<file path="config.mk">
export PLATFORM = sky130hd
export DESIGN_NAME = alu_rs
export DESIGN_NICKNAME = d
export VERILOG_FILES = /design/src/rtl/alu_rs.sv
export SDC_FILE = /design/constraint.sdc
export NUM_CORES = 2
export LEC_CHECK = 0
export ABC_AREA = 1
export CAP_MARGIN = 10
export CORE_ASPECT_RATIO = 1.4
export CORE_MARGIN = 8
export CORE_UTILIZATION = 25
export DETAILED_ROUTE_END_ITERATION = 16
export GPL_TIMING_DRIVEN = 1
export SYNTH_ARGS = -nofsm -noshare
export SYNTH_HDL_FRONTEND = slang
export SYNTH_SLANG_ARGS = --single-unit
</file>
<file path="constraint.sdc">
create_clock -name clk -period 6.25 [get_ports clk]
set_clock_uncertainty 0.15 [all_clocks]
set_input_delay 1.25 -clock clk [delete_from_list [all_inputs] [get_ports clk]]
set_output_delay 1.25 -clock clk [all_outputs]
set_load 0.01 [all_outputs]
</file>
<file path="src/rtl/alu_rs.sv">
// alu_rs: ALU reservation station; holds dispatched ops until both operands are valid, snoops the ALU and LS CDBs,
// issues the lowest-index ready entry each cycle and reports per-entry free status to the dispatcher.
// Ports: clk, rst (async, active-low); dispatch inEn/inOp/inData*/inTag*/inNameW; CDBs cdbAlu*/cdbLs*;
// freeStatus (bit i = entry i empty); issue outEn/outOp/outDataO/outDataT/outTagW/outNameW.
// Optional: ALU_RS_FLUSH_EN adds input flush, which empties every entry and suppresses issue at that edge.
module alu_rs #(
  parameter int RS_SIZE = 8,
  parameter int IDX_W = 3,
  parameter int TAG_W = 5,
  parameter int DATA_W = 32,
  parameter int NAME_W = 5,
  parameter int OP_W = 6,
  parameter logic [TAG_W-1:0] TAG_FREE = {1'b1, {(TAG_W-1){1'b0}}}
) (
  input  logic               clk,
  input  logic               rst,
  input  logic               inEn,
  input  logic [OP_W-1:0]    inOp,
  input  logic [DATA_W-1:0]  inDataO,
  input  logic [DATA_W-1:0]  inDataT,
  input  logic [TAG_W-1:0]   inTagO,
  input  logic [TAG_W-1:0]   inTagT,
  input  logic [TAG_W-1:0]   inTagW,
  input  logic [NAME_W-1:0]  inNameW,
  input  logic               cdbAluEn,
  input  logic [TAG_W-1:0]   cdbAluTag,
  input  logic [DATA_W-1:0]  cdbAluData,
  input  logic               cdbLsEn,
  input  logic [TAG_W-1:0]   cdbLsTag,
  input  logic [DATA_W-1:0]  cdbLsData,
`ifdef ALU_RS_FLUSH_EN
  input  logic               flush,
`endif
  output logic [RS_SIZE-1:0] freeStatus,
  output logic               outEn,
  output logic [OP_W-1:0]    outOp,
  output logic [DATA_W-1:0]  outDataO,
  output logic [DATA_W-1:0]  outDataT,
  output logic [TAG_W-1:0]   outTagW,
  output logic [NAME_W-1:0]  outNameW
);
  logic [RS_SIZE-1:0] busy, ready;
  logic [OP_W-1:0] op_q [RS_SIZE];
  logic [DATA_W-1:0] data_o [RS_SIZE];
  logic [DATA_W-1:0] data_t [RS_SIZE];
  logic [TAG_W-1:0] tag_o [RS_SIZE];
  logic [TAG_W-1:0] tag_t [RS_SIZE];
  logic [TAG_W-1:0] tag_w [RS_SIZE];
  logic [NAME_W-1:0] name_w [RS_SIZE];
  logic [IDX_W-1:0] sel, in_idx;
  logic issue, kill;
  // A matching broadcast turns an operand valid; ALU bus wins if both match.
  function automatic logic [TAG_W+DATA_W-1:0] snoop(input logic [TAG_W-1:0] t, input logic [DATA_W-1:0] d);
    return (cdbAluEn && t == cdbAluTag) ? {TAG_FREE, cdbAluData} :
           (cdbLsEn && t == cdbLsTag) ? {TAG_FREE, cdbLsData} : {t, d};
  endfunction
`ifdef ALU_RS_FLUSH_EN
  assign kill = flush;
`else
  assign kill = 1'b0;
`endif
  assign in_idx = inTagW[IDX_W-1:0];
  assign freeStatus = ~busy;
  assign issue = |ready && !kill;
  // Downward scan so the last hit, i.e. the lowest ready index, is selected.
  always_comb begin
    ready = '0;
    sel = '0;
    for (int i = RS_SIZE - 1; i >= 0; i--) begin
      ready[i] = busy[i] && tag_o[i] == TAG_FREE && tag_t[i] == TAG_FREE;
      if (ready[i]) sel = IDX_W'(i);
    end
  end
  always_ff @(posedge clk or negedge rst) begin
    if (!rst) begin
      busy <= '0;
      outEn <= 1'b0;
      outOp <= '0;
      outDataO <= '0;
      outDataT <= '0;
      outTagW <= TAG_FREE;
      outNameW <= '0;
      for (int i = 0; i < RS_SIZE; i++) begin
        op_q[i] <= '0;
        data_o[i] <= '0;
        data_t[i] <= '0;
        tag_o[i] <= TAG_FREE;
        tag_t[i] <= TAG_FREE;
        tag_w[i] <= TAG_FREE;
        name_w[i] <= '0;
      end
    end else begin
      outEn <= issue;
      if (issue) begin
        outOp <= op_q[sel];
        outDataO <= data_o[sel];
        outDataT <= data_t[sel];
        outTagW <= tag_w[sel];
        outNameW <= name_w[sel];
      end
      for (int i = 0; i < RS_SIZE; i++) begin
        if (busy[i]) begin
          {tag_o[i], data_o[i]} <= snoop(tag_o[i], data_o[i]);
          {tag_t[i], data_t[i]} <= snoop(tag_t[i], data_t[i]);
        end
        if (kill) busy[i] <= 1'b0;
        else if (inEn && in_idx == IDX_W'(i)) begin
          busy[i] <= 1'b1;
          op_q[i] <= inOp;
          {tag_o[i], data_o[i]} <= snoop(inTagO, inDataO);
          {tag_t[i], data_t[i]} <= snoop(inTagT, inDataT);
          tag_w[i] <= inTagW;
          name_w[i] <= inNameW;
        end else if (issue && sel == IDX_W'(i)) busy[i] <= 1'b0;
      end
    end
  end
  // Dispatcher must only target entries it saw free.
  assert property (@(posedge clk) disable iff (!rst) !(inEn && busy[in_idx]));
endmodule

</file>
# Word level (Yosys, flattened, before mapping)
# Index checks and enable logic that the tools add are counted.
# W data, S select, Z words.
# totals
inputBits,169
regBits,809
# op_classes
eq_ne,66
n_reduce_logical,119
bitwise_logic,2
order_cmp,1
mux,139
# ops
operator,count
$mux W37,36
$mux W32,36
$bmux W32 S3,2
$eq A5 B5 Y1,36
$mux W5,36
$eq A5 B5 Y1 const B,16
$logic_and A1 B1 Y1,68
$reduce_bool A3 Y1,16
$reduce_and A2 Y1,16
$reduce_bool A2 Y1,16
$bmux W5 S3,2
$eq A3 B3 Y1 const B,8
$mux W3,8
$bmux W6 S3,1
$mux W1,16
$eq A3 B2 Y1 const B,4
$mux W6,2
$not A8 Y8,1
$reduce_or A8 Y1,1
$eq A3 B1 Y1 const B,2
$logic_not A3 Y1,2
$ge A4 B4 Y1 const B,1
$not A3 Y4,1

# Longest topological paths before layout
# depth
ltp_word,15
ltp_mapped,19

# Least setup slack after synthesis
# OpenSTA, ideal clock, no wires.
# synth_timing
kind,input port to flip-flop
from,in cdbLsTag[4]
to,reg data_o[11] in the netlist's numbering
t_arrival_ns,2.807
setup_ns,0.129
slack_ns,3.164
cell_stages,11
t_required_ns,5.971
path_cell_list,clkbuf_1 > buf_4 > buf_4 > a221oi_1 > nand3_1 > nand3_1 > nand2_1 > inv_1 > clkbuf_1 > buf_2 > a31oi_1
# synth_between
elab_chain_cells,5
elab_cells_between_ends,9
# synth_lines
element,line,text
start: declaration,29,"input logic [TAG_W-1:0] cdbLsTag,"
$eq A5 B5 Y1,55,"(cdbLsEn && t == cdbLsTag) ? {TAG_FREE, cdbLsData} : {t, d};"
$logic_and A1 B1 Y1,55,
$mux W37,55,
$mux W37,54,"return (cdbAluEn && t == cdbAluTag) ? {TAG_FREE, cdbAluData} :"
$mux W32,107,else if (inEn && in_idx == IDX_W'(i)) begin
end signal: indexed assignment,103,"{tag_o[i], data_o[i]} <= snoop(tag_o[i], data_o[i]);"
end signal: indexed assignment,110,"{tag_o[i], data_o[i]} <= snoop(inTagO, inDataO);"
end: declaration,44,logic [DATA_W-1:0] data_o [RS_SIZE];
# Several ways; a longest one is shown, not always the timed one.
# A chain may end at the register's enable or synchronous reset.

# Final worst setup path
# layout_timing
from,reg tag_t[35] in the netlist's numbering
to,reg outDataT[25]
# layout_between
elab_chain_cells,7
elab_cells_between_ends,8
# layout_lines
element,line,text
start: declaration,47,logic [TAG_W-1:0] tag_t [RS_SIZE];
start signal: indexed assignment,104,"{tag_t[i], data_t[i]} <= snoop(tag_t[i], data_t[i]);"
start signal: indexed assignment,111,"{tag_t[i], data_t[i]} <= snoop(inTagT, inDataT);"
$eq A5 B5 Y1 *,70,ready[i] = busy[i] && tag_o[i] == TAG_FREE && tag_t[i] == TAG_FREE;
$logic_and A1 B1 Y1 *,70,
$mux W3,71,if (ready[i]) sel = IDX_W'(i);
$not A3 Y4 (implied by the code),97,outDataT <= data_t[sel];
$bmux W32 S3,97,
$mux W32 (implied by the code) (2 in series),97,
end signal: assignment,97,
end: declaration,38,"output logic [DATA_W-1:0] outDataT,"
# Mark *: on every way between the ends. The rest lies on a longest branch, timed or not. The select of a mux whose other input is x is not followed.

==> results by group <==
Routing
  – DR iter-0 viols: 7768
  – Met2 WL: 102 mm
  – Vias per cell: 5.71
  – Top layer in use: met5
  – Wire per inst: 25.9 µm
  – DR vias: 53700
  – DRC errors left: 0
  – DRT Pass-1 Iters: 8
  – M1 WL: about 92 mm
  – Total Routed Length: 244 mm
  – Post-DRT Antenna Nets: 0
  – DR WL met3: 34.5 mm

Cells and area
  – Final Instance Count excl. Fillers: 9412
  – Proportion of layout cells with a drive suffix above 1: 0.0594
  – Fin nets: 7002
  – Layout area overhead: 17.4%
  – Most frequent cells in the layout: nand2_1, nor2_1, dfrtp_1, o21ai_0, nand3_1
  – Final Cell Area: 0.0564 mm²
  – Commonest non-fill, non-tap cell in the layout: nand2_1

GRT
  – Initial antenna violation count: 32
  – GRT Overall Usage: 0.223
  – First-pass GRT wire length: 351 mm
  – Largest net degree at the start of global routing: 152
  – Vias in the first global route: 50400
  – Grt total ovfl: 0

STA
  – Worst-margin pin slew: ~1.2 ns
  – Final setup violation count: 0
  – Slew headroom: 0.191
  – Fin crit period: 4.56 ns
  – Fmax: 0.219 GHz
  – Tcrit/Tclk final: 0.729
  – Final Hold Viols: 0
  – Setup TNS Final: 0 ns
  – Unrepaired setup endpoints after global routing: false
  – Max Slew Vio Count: 0

Clock tree
  – Resized cells post-CTS: 0
  – Bufs on Longest Clock Path: 3
  – Clk Latency, worst-skew pair: 0.74 ns
  – Clock sinks: approximately 810
  – CTS Buf Count: 95
  – Clk root buf: clkbuf_16
  – H-Tree Depth: 3
  – Reg clk slew, reported paths: 0.06 ns
  – CTS tree: done
  – Hold buffers post-CTS: 0
  – Post-CTS setup buffers: 0

Logic synthesis
  – Mapped Cells: 6950
  – Syn Area/Cell: 6.92 µm²
  – Sequential-to-total area share from yosys stat: 0.422
  – Seq cells post-synth: around 810
  – Post-Synthesis Cell Area: around 0.048 mm²
  – Commonest register cell after synthesis: dfrtp_1
  – Post-synth EDFFs: 0
  – Synth warn: 0
  – Synth unique cells: 39
  – Mapped Nets: about 7100
  – Synth async-reset ratio: 1.00

Worst setup path
  – Crit-path max FO: 93
  – Critical path startpoint category: register
  – CP required: 6.75 ns
  – Worst r2r path cells: 12
  – Reg2reg setup slack: between 1.5 and 2 ns
  – FF-to-FF End: outDataT[25]$_DFFE_PN0P_
  – Crit Path Class: reg2reg
  – Crit. End Element: register
  – CP arrival: 5.06 ns
  – RR Startpoint: tag_t[35]$_DFFE_PN0P_

Placement
  – GP Congestion: 0.930
  – DP Wirelength: 142 mm
  – Placed Cells: around 9200
  – IO Port Bufs: 257
  – Placed cell area: 0.0532 mm²

Floorplan
  – Die ar.: 0.207 mm²
  – Die Width: 387 µm
  – Rows: 190
  – DIE HEIGHT: between 500 and 600 µm
  – Initial core utilization: 0.251
  – IO Count: 258
  – Core box area: 0.191 mm²

Min path
  – Hold Path Sink: tag_w[21]$_DFFE_PN0P_
  – Hold Crit Start: tag_w[21]$_DFFE_PN0P_
  – Worst hold path depth: 2
  – Hold Path Class: reg2reg

Outcome
  – Status: complete, no violations

Job
  – Max-capacitance violation count: 0

Power
  – VDD IR max: 0.000547 V
  – Leakage power: about 25 nW
  – PD cells: about 520 mW/mm²
==> metal layers <==
layer / up-vias / GRT usage
met5: - / 0
met2: 4210 / 0.332
met1: 25400 / 0.284
li1: 23100 / -
met3: 965 / 0.0734
met4: 38 / 0.126
==> sequential cells by signal, summed over array words and instances (netlist names) <==
name and flops:
data_o 256, data_t 256, op_q 48, name_w 40
tag_o 40, tag_t 40, tag_w 40, outDataO 32
outDataT 32, busy 8, outOp 6, outNameW 5
outTagW 5, outEn 1
==> power by group <==
| part | leakage (nW) | switching, mW | internal [mW] |
|---|---|---|---|
| combinational | 14.1 | 10.3 | 4.20 |
| clock | 1.60 | 2.48 | 3.41 |
| sequential | 9.55 | 1.29 | 7.60 |
==> per-stage QoR <==
stage,total power [mW],utilization,hold slack [ns],worst slack [ns]
global route,30.8,0.295,0.320,1.62
global placement,22.7,0.278,0.285,1.47
floorplan,17.1,-,0.273,3.16
CTS,28.9,0.295,0.310,1.82
detailed placement,23.0,0.278,0.295,1.44
finish,29.2,0.295,0.309,1.69
==> area by class of cell <==
class,instances,area [µm²]
Clock inverter,32,412
Fill cell,20500,135000
Sequential cell,809,20300
Inverter,406,1550
Multi-Input combinational cell,5118,24100
Clock buffer,137,2810
Antenna cell,11,27.5
Timing Repair Buffer,403,4140
Tap cell,2496,3120
==> cell usage after synthesis, types with 12 or more instances <==
library cell,instances,area [µm²]
o21ai_0,781,3910
buf_2,118,591
o211ai_1,171,1280
a31oi_1,155,970
a221oi_1,47,412
nor3_1,16,80.1
inv_2,16,60.1
xor2_1,16,140
a21oi_1,370,1850
nand3_1,613,3070
dfrtp_1,784,19600
nand2_1,1755,6590
o21ai_1,32,160
buf_1,57,214
nand4_1,12,75.1
nor2_1,825,3100
inv_1,380,1430
xnor2_1,13,114
dfstp_2,25,657
clkbuf_1,433,1630
o22ai_1,259,1620
==> critical path, cell delays in order, from the launching register on <==
cell,delay [ns]
dfrtp_1,0.43
nor4_1,0.53
nand3_1,0.31
nand2_1,0.22
inv_2,0.08
nand2_8,0.68
inv_4,0.26
nor2_4,0.54
buf_4,0.45
nand2_1,0.09
nand3_1,0.12
nand3_1,0.38
nand2_1,0.19
==> cell families (layout without fill, tap and decap cells) <==
family,count (synthesis),count (layout),synth area share
AOI/OAI and AO/OA,1850,1850,0.218
and+or+nand+nor,3239,3239,0.271
buffers and inverters,1023,978,0.0837
other,0,11,0
DFF,809,809,0.422
xor gates and xnor gates,29,29,0.00528
==> worst max-delay path by stage <==
stage	start	to	cells past startpoint	slack, ns
final	tag_t[35]$_DFFE_PN0P_	outDataT[25]$_DFFE_PN0P_	12	1.69
after global routing	tag_o[2]$_DFFE_PN0P_	outDataO[0]$_DFFE_PN0P_	16	1.62
after CTS	tag_t[35]$_DFFE_PN0P_	outDataO[23]$_DFFE_PN0P_	12	1.82
after detailed placement	cdbAluTag[2]	data_o[51]$_DFFE_PN0P_	11	1.44
after global placement	cdbAluTag[2]	data_o[43]$_DFFE_PN0P_	11	1.47
after floorplan	cdbLsTag[4]	data_o[11]$_DFFE_PN0P_	11	3.16
No activity file was read; power rests on OpenSTA's default activity.
